==> src/rtl/food_ctrl.sv <==
// food_ctrl: places food on the snake grid from a free-running LFSR, checks
// each candidate cell against the snake-body occupancy logic, and pulses
// get_food when the snake head lands on the food.
module food_ctrl #(
   parameter int          GRID_W    = 40,
   parameter int          GRID_H    = 30,
   parameter int          XW        = 6,
   parameter int          YW        = 5,
   parameter logic [15:0] SEED      = 16'hACE1,
   parameter int          MAX_TRIES = 255
) (
   input  logic          clk,
   input  logic          rst,
   input  logic [1:0]    game_state,
   input  logic          head_valid,
   input  logic [XW-1:0] head_x,
   input  logic [YW-1:0] head_y,
   output logic          chk_req,
   output logic [XW-1:0] chk_x,
   output logic [YW-1:0] chk_y,
   input  logic          occ_valid,
   input  logic          occ_hit,
   output logic [XW-1:0] food_x,
   output logic [YW-1:0] food_y,
   output logic          food_valid,
   output logic          get_food,
   output logic          board_full
);

   localparam logic [15:0] SEED_EFF = (SEED == 16'h0000) ? 16'hACE1 : SEED;
   localparam int          TW       = $clog2(MAX_TRIES + 1);

   typedef enum logic [2:0] {
      ST_IDLE   = 3'd0,
      ST_DRAW   = 3'd1,
      ST_CHECK  = 3'd2,
      ST_PLACED = 3'd3,
      ST_FULL   = 3'd4
   } state_t;

   state_t        state_q, state_d;
   logic [15:0]   lfsr_q, lfsr_d;
   logic [TW-1:0] try_q, try_d;
   logic          chk_req_q, chk_req_d;
   logic [XW-1:0] chk_x_q, chk_x_d;
   logic [YW-1:0] chk_y_q, chk_y_d;
   logic [XW-1:0] food_x_q, food_x_d;
   logic [YW-1:0] food_y_q, food_y_d;
   logic          food_valid_q, food_valid_d;
   logic          get_food_q, get_food_d;
   logic          board_full_q, board_full_d;

   logic [XW-1:0] cand_x;
   logic [YW-1:0] cand_y;
   logic          cand_in_range;
   logic          lfsr_fb;

   // Candidate cell is taken straight from the current LFSR value.
   always_comb begin
      cand_x        = lfsr_q[XW-1:0];
      cand_y        = lfsr_q[8+YW-1:8];
      cand_in_range = ({1'b0, cand_x} < (XW+1)'(GRID_W)) &&
                      ({1'b0, cand_y} < (YW+1)'(GRID_H));
      lfsr_fb       = lfsr_q[0] ^ lfsr_q[2] ^ lfsr_q[3] ^ lfsr_q[5];
   end

   // Next-state and registered-output logic; not playing overrides everything.
   always_comb begin
      state_d      = state_q;
      lfsr_d       = {lfsr_fb, lfsr_q[15:1]};
      try_d        = try_q;
      chk_req_d    = 1'b0;
      chk_x_d      = chk_x_q;
      chk_y_d      = chk_y_q;
      food_x_d     = food_x_q;
      food_y_d     = food_y_q;
      food_valid_d = food_valid_q;
      get_food_d   = 1'b0;
      board_full_d = board_full_q;
      if (game_state != 2'b00) begin
         state_d      = ST_IDLE;
         try_d        = '0;
         food_valid_d = 1'b0;
         board_full_d = 1'b0;
      end else begin
         case (state_q)
            ST_IDLE: begin
               try_d   = '0;
               state_d = ST_DRAW;
            end
            ST_DRAW: begin
               if (cand_in_range) begin
                  chk_x_d   = cand_x;
                  chk_y_d   = cand_y;
                  chk_req_d = 1'b1;
                  state_d   = ST_CHECK;
               end else begin
                  state_d = ST_DRAW;
               end
            end
            ST_CHECK: begin
               if (occ_valid) begin
                  if (!occ_hit) begin
                     food_x_d     = chk_x_q;
                     food_y_d     = chk_y_q;
                     food_valid_d = 1'b1;
                     try_d        = '0;
                     state_d      = ST_PLACED;
                  end else if (try_q == TW'(MAX_TRIES - 1)) begin
                     try_d        = try_q + TW'(1);
                     board_full_d = 1'b1;
                     food_valid_d = 1'b0;
                     state_d      = ST_FULL;
                  end else begin
                     try_d   = try_q + TW'(1);
                     state_d = ST_DRAW;
                  end
               end else begin
                  state_d = ST_CHECK;
               end
            end
            ST_PLACED: begin
               if (head_valid && (head_x == food_x_q) && (head_y == food_y_q)) begin
                  get_food_d   = 1'b1;
                  food_valid_d = 1'b0;
                  state_d      = ST_DRAW;
               end else begin
                  state_d = ST_PLACED;
               end
            end
            ST_FULL: begin
               board_full_d = 1'b1;
               food_valid_d = 1'b0;
               state_d      = ST_FULL;
            end
            default: begin
               state_d = ST_IDLE;
            end
         endcase
      end
   end

   // State, LFSR and output registers with synchronous reset.
   always_ff @(posedge clk) begin
      if (rst) begin
         state_q      <= ST_IDLE;
         lfsr_q       <= SEED_EFF;
         try_q        <= '0;
         chk_req_q    <= 1'b0;
         chk_x_q      <= '0;
         chk_y_q      <= '0;
         food_x_q     <= '0;
         food_y_q     <= '0;
         food_valid_q <= 1'b0;
         get_food_q   <= 1'b0;
         board_full_q <= 1'b0;
      end else begin
         state_q      <= state_d;
         lfsr_q       <= lfsr_d;
         try_q        <= try_d;
         chk_req_q    <= chk_req_d;
         chk_x_q      <= chk_x_d;
         chk_y_q      <= chk_y_d;
         food_x_q     <= food_x_d;
         food_y_q     <= food_y_d;
         food_valid_q <= food_valid_d;
         get_food_q   <= get_food_d;
         board_full_q <= board_full_d;
      end
   end

   assign chk_req    = chk_req_q;
   assign chk_x      = chk_x_q;
   assign chk_y      = chk_y_q;
   assign food_x     = food_x_q;
   assign food_y     = food_y_q;
   assign food_valid = food_valid_q;
   assign get_food   = get_food_q;
   assign board_full = board_full_q;

endmodule
==> config.mk <==
export PLATFORM = sky130hd
export DESIGN_NAME = food_ctrl
export DESIGN_NICKNAME = d
export VERILOG_FILES = /design/src/rtl/food_ctrl.sv
export SDC_FILE = /design/constraint.sdc
export NUM_CORES = 1
export LEC_CHECK = 0
export CAP_MARGIN = 0
export CORE_AREA = 2 2 66 68
export CTS_BUF_LIST = sky130_fd_sc_hd__clkbuf_4
export CTS_CLUSTER_SIZE = 16
export DETAILED_ROUTE_END_ITERATION = 6
export DIE_AREA = 0 0 68 70
export PLACE_DENSITY_LB_ADDON = 0.3
export SLEW_MARGIN = 5
export SYNTH_ARGS = -nofsm -noshare
export SYNTH_HDL_FRONTEND = slang
export SYNTH_SLANG_ARGS = --single-unit
==> constraint.sdc <==
create_clock -name clk -period 4.2 [get_ports clk]
set_clock_uncertainty 0.1 [all_clocks]
set_input_delay 0.63 -clock clk [delete_from_list [all_inputs] [get_ports clk]]
set_output_delay 0.63 -clock clk [all_outputs]
set_load 0.02 [all_outputs]
* Word-level counts from Yosys, hierarchy flattened
Cells that the tools add are included.
Storage, ports and cells: register bits after elaboration 53, bits of input ports 18, output and inout port bits 26, word-level logic and storage cells 69
Operators by class: add/subtract/negate cells 1, $lt $le $gt $ge 2, equal/unequal tests 12, muxes and demuxes 20, bitwise operators 7, reductions and logical operators 16
Operators by type and width (number):
- 8-bit 2-to-1 mux | 2
- 8-bit one-hot mux with 2 select lines | 1
- 3-bit one-hot mux with 5 select lines | 1
- 4-bit AND reduction | 3
- 1-bit 2-to-1 mux | 9
- 3-bit 2-to-1 mux | 3
- 8-bit by 1-bit adder with 8-bit output, second input constant | 1
- 8-bit equality test, second input constant | 1
- 2-bit != test, second input constant | 4
- 3-bit by 2-bit equality test with 1-bit output, second input constant | 2
- 6-bit equality test | 1
- 6-bit less-than comparator, second input constant | 1
- 2-bit nonzero test | 3
- 3-bit OR reduction | 2
- 5-bit equality test | 1
- 5-bit less-than comparator, second input constant | 1
- 2-bit 2-to-1 mux | 2
- 1-bit inverter | 4
- 3-bit by 1-bit equality test with 1-bit output, second input constant | 1
- 3-bit equality test, second input constant | 1
- 1-bit logical AND | 3
- 3-bit zero test | 1
- 3-bit != test, second input constant | 1
- 1-bit one-hot mux with 3 select lines | 1
- other kinds (6) | 8

* Longest topological paths before layout
Gate-level depths: netlist of the first run.
depth after elaboration 5, depth in mapped cells 6, depth with buffers taken out 6

* Worst setup path after synthesis of the first run
OpenSTA, ideal clock, no wires.
kind input port to flip-flop, start input port occ_valid, end register food_x_q[0], in the netlist food_x[0], setup time 0.124 ns, data arrival time 1.528 ns, slack 2.447 ns, cell stages on the path 5, path through nand4bb_2 -> or4_4 -> buf_6 -> mux2i_1 -> nor2_1
Between the ends: word-level cells in the longest chain between the ends 1
RTL lines:
- from (decl) | RTL line 21 | input logic occ_valid,
- 4-bit AND reduction (no line)
- to (signal assigned) | RTL line 164 | food_x_q <= food_x_d;
- to (decl) | RTL line 47 | logic [XW-1:0] food_x_q, food_x_d;
Every way passes these cells. A chain may end at the register's enable or synchronous reset.

* Worst setup path in the final report of the first run
start input port game_state[1], end register chk_x_q[2], in the netlist chk_x[2]
Between the ends: word-level cells in the longest chain between the ends 3
RTL lines:
- from (decl) | RTL line 14 | input logic [1:0] game_state,
- 2-bit nonzero test | RTL line 80 | if (game_state != 2'b00) begin
- 1-bit inverter (no line)
- 3-bit AND reduction (no line)
- to (signal assigned) | RTL line 162 | chk_x_q <= chk_x_d;
- to (decl) | RTL line 45 | logic [XW-1:0] chk_x_q, chk_x_d;
Every way passes these cells.

==> results.py, run 1 <==
metrics = {
    "placed_design": {
        "io_buffers": 43,
        "place_ws_ns": 1.51,
        "place.gp.congestion": 0.801,
        "hpwlAfterDp_mm": 3.31,
    },
    "routing": {
        "drt-initial-drc-count": 100,
        "via_per_inst": 5.37,
        "routed_wl_mm": 4.58,
        "wire_per_inst_um": 14.4,
        "postRouteAntennaNets": 0,
        "dr_total_vias": 1701,
        "route.detailed.drc": 0,
        "firstDrtPassIters": 4,
    },
    "clocking": {
        "cts_resized": 0,
        "cts_hold_buf": 0,
        "htreeDepth": 2,
        "clk_pin_slew_ns": 0.14,
        "cts.path.max_buffers": 2,
        "clkLatencyLatePin_ns": 0.38,
        "cts_sinks": 53,
        "cts-buffers-inserted": 5,
        "cts_tree": "done",
        "post_cts_buffers": 0,
        "cts_root_buf": "clkbuf_4",
    },
    "timing": {
        "max_slew_margin": 0.413,
        "timing.final.crit_share": 0.559,
        "hold_viol": 0,
        "setup_ws_ns": 1.85,
        "tightest_slew_ns": 0.877,
        "rsz0062_at_grt": "false",
        "hold_ws_ns": 0.328,
        "period_needed_ns": 2.35,
        "max_freq_ghz": 0.426,
        "tns_ns": 0,
        "setup_violations": 0,
        "drv_slew": 0,
    },
    "critical_path": {
        "worstPathCellList": "clkdlybuf4s50_1, nor3_1, nand4_1, mux2i_1, nor2_1",
        "cp_top_family": "simple AND/OR/NAND/NOR gates",
        "critical_path.max_stage_delay_ns": 0.73,
        "r2r_end": "chk_x[2]",
        "crit_slowest_cell": "nand4_1",
        "rr_startpoint": "lfsr_q[3]",
        "critPathMaxFanout": 13,
        "crit_type": "primary input to register",
        "path_buf_inv": 1,
        "cp-end-kind": "register",
        "required_ns": 4.36,
        "setup.worst_path.start_class": "primary input",
        "cp_data_arrival_time_ns": 2.51,
        "reg2regPathDepth": 4,
        "rrSetupSlack_ns": 2.16,
    },
    "synthesis": {
        "syn_avg_cell_area_sq_um": 9.92,
        "synth.net_count": 239,
        "synth-edff-count": 0,
        "synth_top_flop_cell": "dfxtp_1",
        "synthCells": 219,
        "ys_warn_count": 0,
        "yosysSeqAreaShare": 0.488,
        "synth-async-reset-ratio": 0,
        "ys_ff_latch": 53,
        "synth_cell_type_count": 41,
        "synthesis.area_sq_um": 2170,
    },
    "hold_path": {
        "hold_end": "lfsr_q[13]",
        "hold_depth": 1,
        "hp-start": "lfsr_q[14]",
        "hp-class": "register to register",
    },
    "floorplan": {
        "dieWidth_um": 68,
        "io_pins": 44,
        "initial_core_util": 0.524,
        "die_area_sq_um": 4760,
        "rows": 24,
        "core_sq_um": 4140,
        "fp.dieH_um": 70,
    },
    "global_routing": {
        "grt_pass1_vias": 1606,
        "gr-total-overflow": 0,
        "grtUsageTotal": 0.208,
        "grt_max_degree": 43,
        "grt_pass1_wl_mm": 7.47,
        "antenna_found_initial": 0,
    },
    "power_and_ir_drop": {
        "switchingPower_uw": 195,
        "clkPwrFrac": 0.280,
        "p_comb_frac": 0.073,
        "swShare": 0.242,
        "leakage_nw": 1.10,
        "p_total_uw": 805,
        "power_density_nw_per_um2": 300,
        "peakVddDrop_v": 0.000212,
        "power_frac_seq": 0.648,
        "internal_power_uw": 610,
    },
    "finish": {
        "drive_gt1_frac": 0.0755,
        "area_delta_synth_final_pct": 23.3,
        "nNetsFinal": 284,
        "n_fill_cell": 366,
        "utilization": 0.647,
        "n_antenna_cell": 0,
    },
    "run": {
        "maxCapViolations": 0,
    },
    "status": {
        "status": "finished, final reports clean",
    },
}
==> cell type report <==
class | instances | area, sq um | share of cell area
tap | 52 | 65.1 | 0.0243
inverter | 3 | 11.3 | 0.00420
timing repair buffer | 44 | 438 | 0.163
clock buffer | 5 | 37.5 | 0.0140
clock inverter | 3 | 17.5 | 0.00654
sequential | 53 | 1060 | 0.396
multi-input combinational | 157 | 1050 | 0.392
==> sequential cells by signal (all words and copies together) (netlist names) <==
signal / count
chk_y: 5
food_y: 5
state_q: 3
board_full: 1
food_valid: 1
try_q: 8
food_x: 6
get_food: 1
chk_x: 6
lfsr_q: 16
chk_req: 1
==> kinds of logic (layout without fill, tap and decap cells) <==
| logic type | after synthesis | after routing | synth area share |
|---|---|---|---|
| adder cells (fa/ha/maj) | 2 | 2 | 0.0115 |
| AND/OR/NAND/NOR | 100 | 100 | 0.254 |
| flip-flops | 53 | 53 | 0.488 |
| XOR/XNOR | 18 | 18 | 0.0725 |
| buffers and inverters | 9 | 55 | 0.0288 |
| multiplexers | 22 | 22 | 0.101 |
| AO/OA/AOI/OAI | 15 | 15 | 0.0432 |
==> worst reg2reg max path, stage by stage, from the launching register on <==
cell and delay, ns:
dfxtp_1 0.38, o21ai_0 0.25, nand4_1 0.74, mux2i_1 0.40
nor2_1 0.07
==> per-layer routing <==
metal,share of wire,GRT usage,up-vias,wire [um]
met1,0.46,0.265,811,2090
met5,0,0,-,0
met4,0.016,0.0733,0,75
met2,0.48,0.330,34,2210
met3,0.045,0.0580,8,204
li1,-,-,848,-
==> cell usage after synthesis (all sizes together), types with 3 or more instances <==
cell type / count / area, sq um
dfxtp: 53 / 1060
nor2: 30 / 113
mux2i: 22 / 220
xnor2: 13 / 114
nand4: 12 / 75.1
nor2b: 8 / 50.1
nand3: 7 / 35.0
or2: 7 / 43.8
nor3: 6 / 30.0
nand2: 5 / 18.8
xor2: 5 / 43.8
nand2b: 4 / 25.0
o21ai: 4 / 20.0
a31oi: 3 / 18.8
and2: 3 / 18.8
and2b: 3 / 23.8
buf: 3 / 30.0
inv: 3 / 11.3
nor4: 3 / 18.8
or3: 3 / 18.8
==> cell usage in the layout, fill, tap and decap left out, types with 2 or more instances in the layout <==
cell,count
a31oi_1,3
nand2b_1,4
nand3_1,7
a21oi_1,2
or2_2,7
nor4_1,3
dfxtp_1,53
xor2_1,5
o21ai_0,3
nor2_1,30
nor2b_1,8
and2_1,3
nor3_1,6
inv_1,3
xnor2_1,13
clkdlybuf4s50_1,43
nand2_1,5
nand4_1,12
clkbuf_4,5
and3_1,2
and2b_1,2
ha_1,2
or3_1,3
mux2i_1,22
==> per-stage QoR <==
step	area [sq um]	std cells
5_1_grt	2680	317
3_5_place_dp	2630	309
6_report	2680	317
3_3_place_gp	2630	309
4_1_cts	2680	317
2_1_floorplan	2170	219
==> power groups by stage <==
stage	Combinational, mW	Sequential, mW	Clock [mW]
6_report	0.0584	0.521	0.225
5_1_grt	0.0635	0.523	0.249
4_1_cts	0.0588	0.522	0.229
3_5_place_dp	0.0582	0.532	0
3_3_place_gp	0.0576	0.532	0
2_1_floorplan	0.0316	0.531	0
==> worst max-delay path by stage <==
stage / depth (start not counted) / endpoint / slack, ns / start
after floorplan: 5 / food_x[0] / 2.45 / occ_valid
after global placement: 5 / chk_x[3] / 1.56 / game_state[1]
after detailed placement: 5 / chk_x[2] / 1.51 / game_state[1]
after CTS: 5 / chk_x[2] / 1.91 / game_state[1]
after global routing: 5 / chk_x[2] / 1.70 / game_state[1]
final: 5 / chk_x[2] / 1.85 / game_state[1]
Power figures use the tool's default switching activity.
==> run 2, diff against run 1 <==
Settings changed: CORE_AREA 2 2 66 68 to 2 2 71 73, DIE_AREA 0 0 68 70 to 0 0 73 75.
Clock period 4.2 ns to 2.1 ns, I/O delays scaled along.
==> run 2 against run 1 <==
Effect of this change: first-iteration DRC count is 17% lower; critical endpoint is now food_y[1]; critical path type is now register to primary output; clock power is 98% higher; combinational power is 110% higher; die area is 15% higher; sequential share of layout area is 0.64 points lower; register-to-register slack worse by 1.8 ns; final cell count is 2.2% higher; sequential cell count stayed put; power is 100% higher; hold slack worse by 0.00094 ns; sequential power is 100% higher; wire length is 3.5% higher.
==> results.py, run 2 (same netlist as run 1, synthesis figures left out) <==
metrics = {
    "floorplan": {
        "fp.dieH_um": 75,
        "die_area_sq_um": 5480,
        "dieWidth_um": 73,
        "io_pins": 44,
        "rows": 25,
        "initial_core_util": 0.466,
        "core_sq_um": 4660,
    },
    "timing": {
        "drv_slew": 0,
        "period_needed_ns": 1.84,
        "rsz0062_at_grt": "false",
        "max_freq_ghz": 0.542,
        "max_slew_margin": 0.691,
        "timing.final.crit_share": 0.878,
        "tightest_slew_ns": 0.463,
        "hold_viol": 0,
        "tns_ns": 0,
        "setup_violations": 0,
    },
    "global_routing": {
        "grt_max_degree": 41,
        "grtUsageTotal": 0.184,
        "grt_pass1_vias": 1630,
        "antenna_found_initial": 0,
        "grt_pass1_wl_mm": 7.69,
        "gr-total-overflow": 0,
    },
    "routing": {
        "routed_wl_mm": 4.74,
        "postRouteAntennaNets": 0,
        "route.detailed.drc": 0,
        "drt-initial-drc-count": 83,
        "wire_per_inst_um": 14.6,
        "via_per_inst": 5.32,
        "dr_total_vias": 1723,
        "firstDrtPassIters": 4,
    },
    "finish": {
        "fin_cells": 324,
        "n_antenna_cell": 0,
        "regMostFlops": "lfsr_q",
        "reg.largest.list": "lfsr_q (16), try_q (8)",
        "drive_gt1_frac": 0.0963,
        "area_delta_synth_final_pct": 25.3,
        "layout_commonest_cell": "dfxtp_1",
        "mostFrequentLayoutCells": "53 x dfxtp_1, 43 x clkdlybuf4s50_1, 30 x nor2_1",
        "utilization": 0.584,
        "largest_register_ff_count": 16,
        "nNetsFinal": 290,
    },
    "critical_path": {
        "cp-end-kind": "primary output",
        "r2r_end": "food_x[3]",
        "cp_top_family": "buffers and inverters",
        "critPathMaxFanout": 3,
        "rrSetupSlack_ns": 0.34,
        "required_ns": 1.68,
        "crit_start": "food_y[1]",
        "setup.worst_path.start_class": "register",
        "worstSetupEndpoint": "food_y[1]",
        "cp_data_arrival_time_ns": 1.43,
        "crit_slowest_cell": "clkdlybuf4s50_1",
        "crit_type": "register to primary output",
        "cp.depth": 1,
        "rr_startpoint": "state_q[1]",
        "path_buf_inv": 1,
        "critical_path.max_stage_delay_ns": 0.63,
        "reg2regPathDepth": 4,
        "worstPathCellList": "clkdlybuf4s50_1",
    },
    "clocking": {
        "clkLatencyLatePin_ns": 0.38,
        "cts_resized": 0,
        "cts_root_buf": "clkbuf_4",
        "cts_sinks": 53,
        "post_cts_buffers": 0,
        "clk_pin_slew_ns": 0.15,
        "cts_hold_buf": 0,
        "htreeDepth": 2,
        "cts.path.max_buffers": 2,
        "cts_tree": "done",
        "cts-buffers-inserted": 5,
    },
    "placed_design": {
        "place.gp.congestion": 0.857,
        "io_buffers": 43,
        "hpwlAfterDp_mm": 3.50,
        "dpl.cell_count": 317,
    },
    "hold_path": {
        "hp-class": "register to register",
        "hp-start": "lfsr_q[6]",
    },
    "power_and_ir_drop": {
        "power_density_nw_per_um2": 592,
        "leakage_nw": 1.13,
        "p_total_mw": 1.61,
        "peakVddDrop_v": 0.000407,
    },
    "status": {
        "status": "finished, final reports clean",
    },
    "run": {
        "maxCapViolations": 0,
    },
}
[run 2: final cells by class]
| type | instances | area [sq um] |
|---|---|---|
| fill | 408 | 1940 |
| multi-input combinational | 157 | 1050 |
| tap | 54 | 67.6 |
| sequential | 53 | 1060 |
| timing repair buffer | 50 | 483 |
| clock inverter | 2 | 13.8 |
| inverter | 3 | 11.3 |
| clock buffer | 5 | 37.5 |
[run 2: routing by layer]
metal  track usage  part of all wire  up-vias
met5             0                 0        -
met4        0.0700             0.013        0
met3        0.0469             0.058        7
met2         0.303              0.47       48
met1         0.233              0.46      807
li1              -                 -      861
[run 2: worst register-to-register path, stage by stage, from the launching register on]
cell       delay (ns)
dfxtp_1          0.55
nand4bb_2        0.18
or4_4            0.57
mux2i_1          0.20
nor2_1           0.05
[run 2: worst min path at each step]
stage,end,slack [ns],depth (start not counted)
global placement,lfsr_q[13],0.30,1
global route,lfsr_q[5],0.33,1
CTS,lfsr_q[5],0.33,1
finish,lfsr_q[5],0.33,1
detailed placement,lfsr_q[5],0.29,1
floorplan,lfsr_q[13],0.29,1
[run 2: where the power goes]
part	leakage (nW)	internal [mW]	switching [mW]	total, mW
Sequential	0.432	1.03	0.0133	1.04
Combinational	0.663	0.0672	0.0557	0.123
Clock	0.0314	0.128	0.318	0.446
[run 2: per-stage QoR]
| stage | area [sq um] | setup slack [ns] | hold slack (ns) |
|---|---|---|---|
| floorplan | 2170 | 0.511 | 0.289 |
| global placement | 2670 | 0.104 | 0.295 |
| detailed placement | 2670 | 0.0567 | 0.293 |
| CTS | 2720 | 0.236 | 0.328 |
| global route | 2720 | 0.186 | 0.335 |
| finish | 2720 | 0.256 | 0.327 |
==> run 3, diff against run 2 <==
--- a/config.mk
+++ b/config.mk
@@ -8,3 +8,3 @@
 export CAP_MARGIN = 0
-export CORE_AREA = 2 2 71 73
+export CORE_AREA = 2 2 68 70
 export CTS_BUF_LIST = sky130_fd_sc_hd__clkbuf_4
@@ -12,3 +12,3 @@
 export DETAILED_ROUTE_END_ITERATION = 6
-export DIE_AREA = 0 0 73 75
+export DIE_AREA = 0 0 70 72
 export PLACE_DENSITY_LB_ADDON = 0.3
==> constraint.sdc (replaced) <==
create_clock -name clk -period 1.8 [get_ports clk]
set_clock_uncertainty 0.1 [all_clocks]
set_input_delay 0.27 -clock clk [delete_from_list [all_inputs] [get_ports clk]]
set_output_delay 0.27 -clock clk [all_outputs]
set_load 0.01 [all_outputs]
==> run 3 against run 2 <==
Effect of this change: count of clock-buffer cells in the layout unchanged; combinational power up 21%; largest power group unchanged; wire length up 2.1%; global-route usage up 1.9 points; sequential power up 17%; critical path depth unchanged; non-clock buffer count up 9; sequential cell count unchanged; critical endpoint is now food_y[4]; die area down 7.9%.
==> results.py, run 3 (same netlist as run 1, synthesis figures left out) <==
metrics = {
    "status": {
        "status": "finished, final reports clean",
    },
    "timing": {
        "setup_ws_ns": 0.0730,
        "hold_viol": 0,
        "setup_violations": 0,
        "drv_slew": 0,
        "max_slew_margin": 0.712,
        "max_freq_ghz": 0.579,
        "rsz0062_at_grt": "false",
        "tightest_slew_ns": 0.431,
        "hold_ws_ns": 0.327,
        "timing.final.crit_share": 0.959,
        "tns_ns": 0,
        "period_needed_ns": 1.73,
    },
    "floorplan": {
        "core_sq_um": 4260,
        "fp.dieH_um": 72,
        "die_area_sq_um": 5040,
        "rows": 24,
        "dieWidth_um": 70,
        "initial_core_util": 0.510,
        "io_pins": 44,
    },
    "clocking": {
        "cts_hold_buf": 0,
        "cts-buffers-inserted": 5,
        "cts_root_buf": "clkbuf_4",
        "clkLatencyLatePin_ns": 0.38,
        "cts.path.max_buffers": 2,
        "cts_tree": "done",
        "clk_pin_slew_ns": 0.14,
        "cts_sinks": 53,
        "htreeDepth": 2,
    },
    "placed_design": {
        "place.gp.congestion": 0.780,
        "hpwlAfterDp_mm": 3.58,
        "io_buffers": 43,
        "dpl_cell_area_sq_um": 2740,
        "dpl.cell_count": 324,
        "place_ws_ns": -0.169,
    },
    "power_and_ir_drop": {
        "power_density_nw_per_um2": 675,
        "peakVddDrop_v": 0.000471,
        "leakage_nw": 1.17,
        "p_total_mw": 1.89,
    },
    "finish": {
        "mostFrequentLayoutCells": "51 x dfxtp_1, 43 x clkdlybuf4s50_1, 30 x nor2_1",
        "drive_gt1_frac": 0.133,
        "nNetsFinal": 299,
        "final_area_sq_um": 2790,
        "regMostFlops": "lfsr_q",
        "largest_register_ff_count": 16,
        "n_antenna_cell": 0,
        "regArea_sq_um": 1060,
        "utilization": 0.655,
        "fin_cells": 331,
        "reg.largest.list": "lfsr_q (16), try_q (8)",
        "multi_input_area_sq_um": 1050,
        "area_delta_synth_final_pct": 28.4,
        "n_fill_cell": 363,
        "layout_commonest_cell": "dfxtp_1",
    },
    "critical_path": {
        "crit_type": "register to primary output",
        "critPathMaxFanout": 3,
        "cp_data_arrival_time_ns": 1.36,
        "setup.worst_path.start_class": "register",
        "required_ns": 1.43,
        "cp_top_family": "buffers and inverters",
        "crit_slowest_cell": "clkdlybuf4s50_1",
        "critical_path.max_stage_delay_ns": 0.58,
        "worstPathCellList": "clkdlybuf4s50_1",
        "path_buf_inv": 1,
        "cp-end-kind": "primary output",
    },
    "routing": {
        "via_per_inst": 5.30,
        "routed_wl_mm": 4.84,
        "postRouteAntennaNets": 0,
        "route.detailed.drc": 0,
        "firstDrtPassIters": 4,
        "dr_total_vias": 1754,
        "wire_per_inst_um": 14.6,
        "drt-initial-drc-count": 108,
    },
    "global_routing": {
        "grt_pass1_wl_mm": 7.96,
        "grt_max_degree": 41,
        "grtUsageTotal": 0.204,
        "antenna_found_initial": 0,
        "gr-total-overflow": 0,
        "grt_pass1_vias": 1700,
    },
    "hold_path": {
        "hp-class": "register to register",
    },
    "run": {
        "maxCapViolations": 0,
    },
}
==> run 3: changes by cell type in the layout (fill, tap and decap cells not counted) <==
| cell | change |
|---|---|
| buf_4 | +9 |
| dfxtp_1 | -2 |
| dfxtp_2 | +2 |
==> run 3: final timing paths <==
kind | start | to | slack [ns] | depth (start not counted)
setup / recovery | food_y[4] | food_y[4] | 0.07 | 1
hold reg to reg | lfsr_q[14] | lfsr_q[13] | 0.33 | 1
setup reg to reg | try_q[0] | food_valid | 0.11 | 6
hold / removal | lfsr_q[14] | lfsr_q[13] | 0.33 | 1
==> run 3: repair_timing <==
| item | 4_1_cts | 5_1_grt |
|---|---|---|
| gates resized for setup | 0 | 2 |
| setup endpoints to repair | 0 | 2 |
| setup buffers | 0 | 0 |
==> run 3: layout make-up <==
class	instances	area share
well taps	52	0.0233
flip-flops and latches	53	0.381
clock inverters	2	0.00493
inverters	3	0.00403
repair buffers	59	0.197
multi-input cells	157	0.376
clock buffers	5	0.0134
==> run 3: power by group <==
part | total (mW) | internal (mW) | switching (mW)
Sequential | 1.22 | 1.20 | 0.0151
Combinational | 0.149 | 0.0833 | 0.0657
Clock | 0.521 | 0.149 | 0.372
Total | 1.89 | 1.43 | 0.453
==> run 3: per-layer routing <==
layer  track usage  vias to the layer above  share of wire
met1         0.272                      811           0.47
met3        0.0486                       11          0.049
met4        0.0940                        0          0.021
met5             0                        -              0
met2         0.314                       53           0.46
li1              -                      879              -
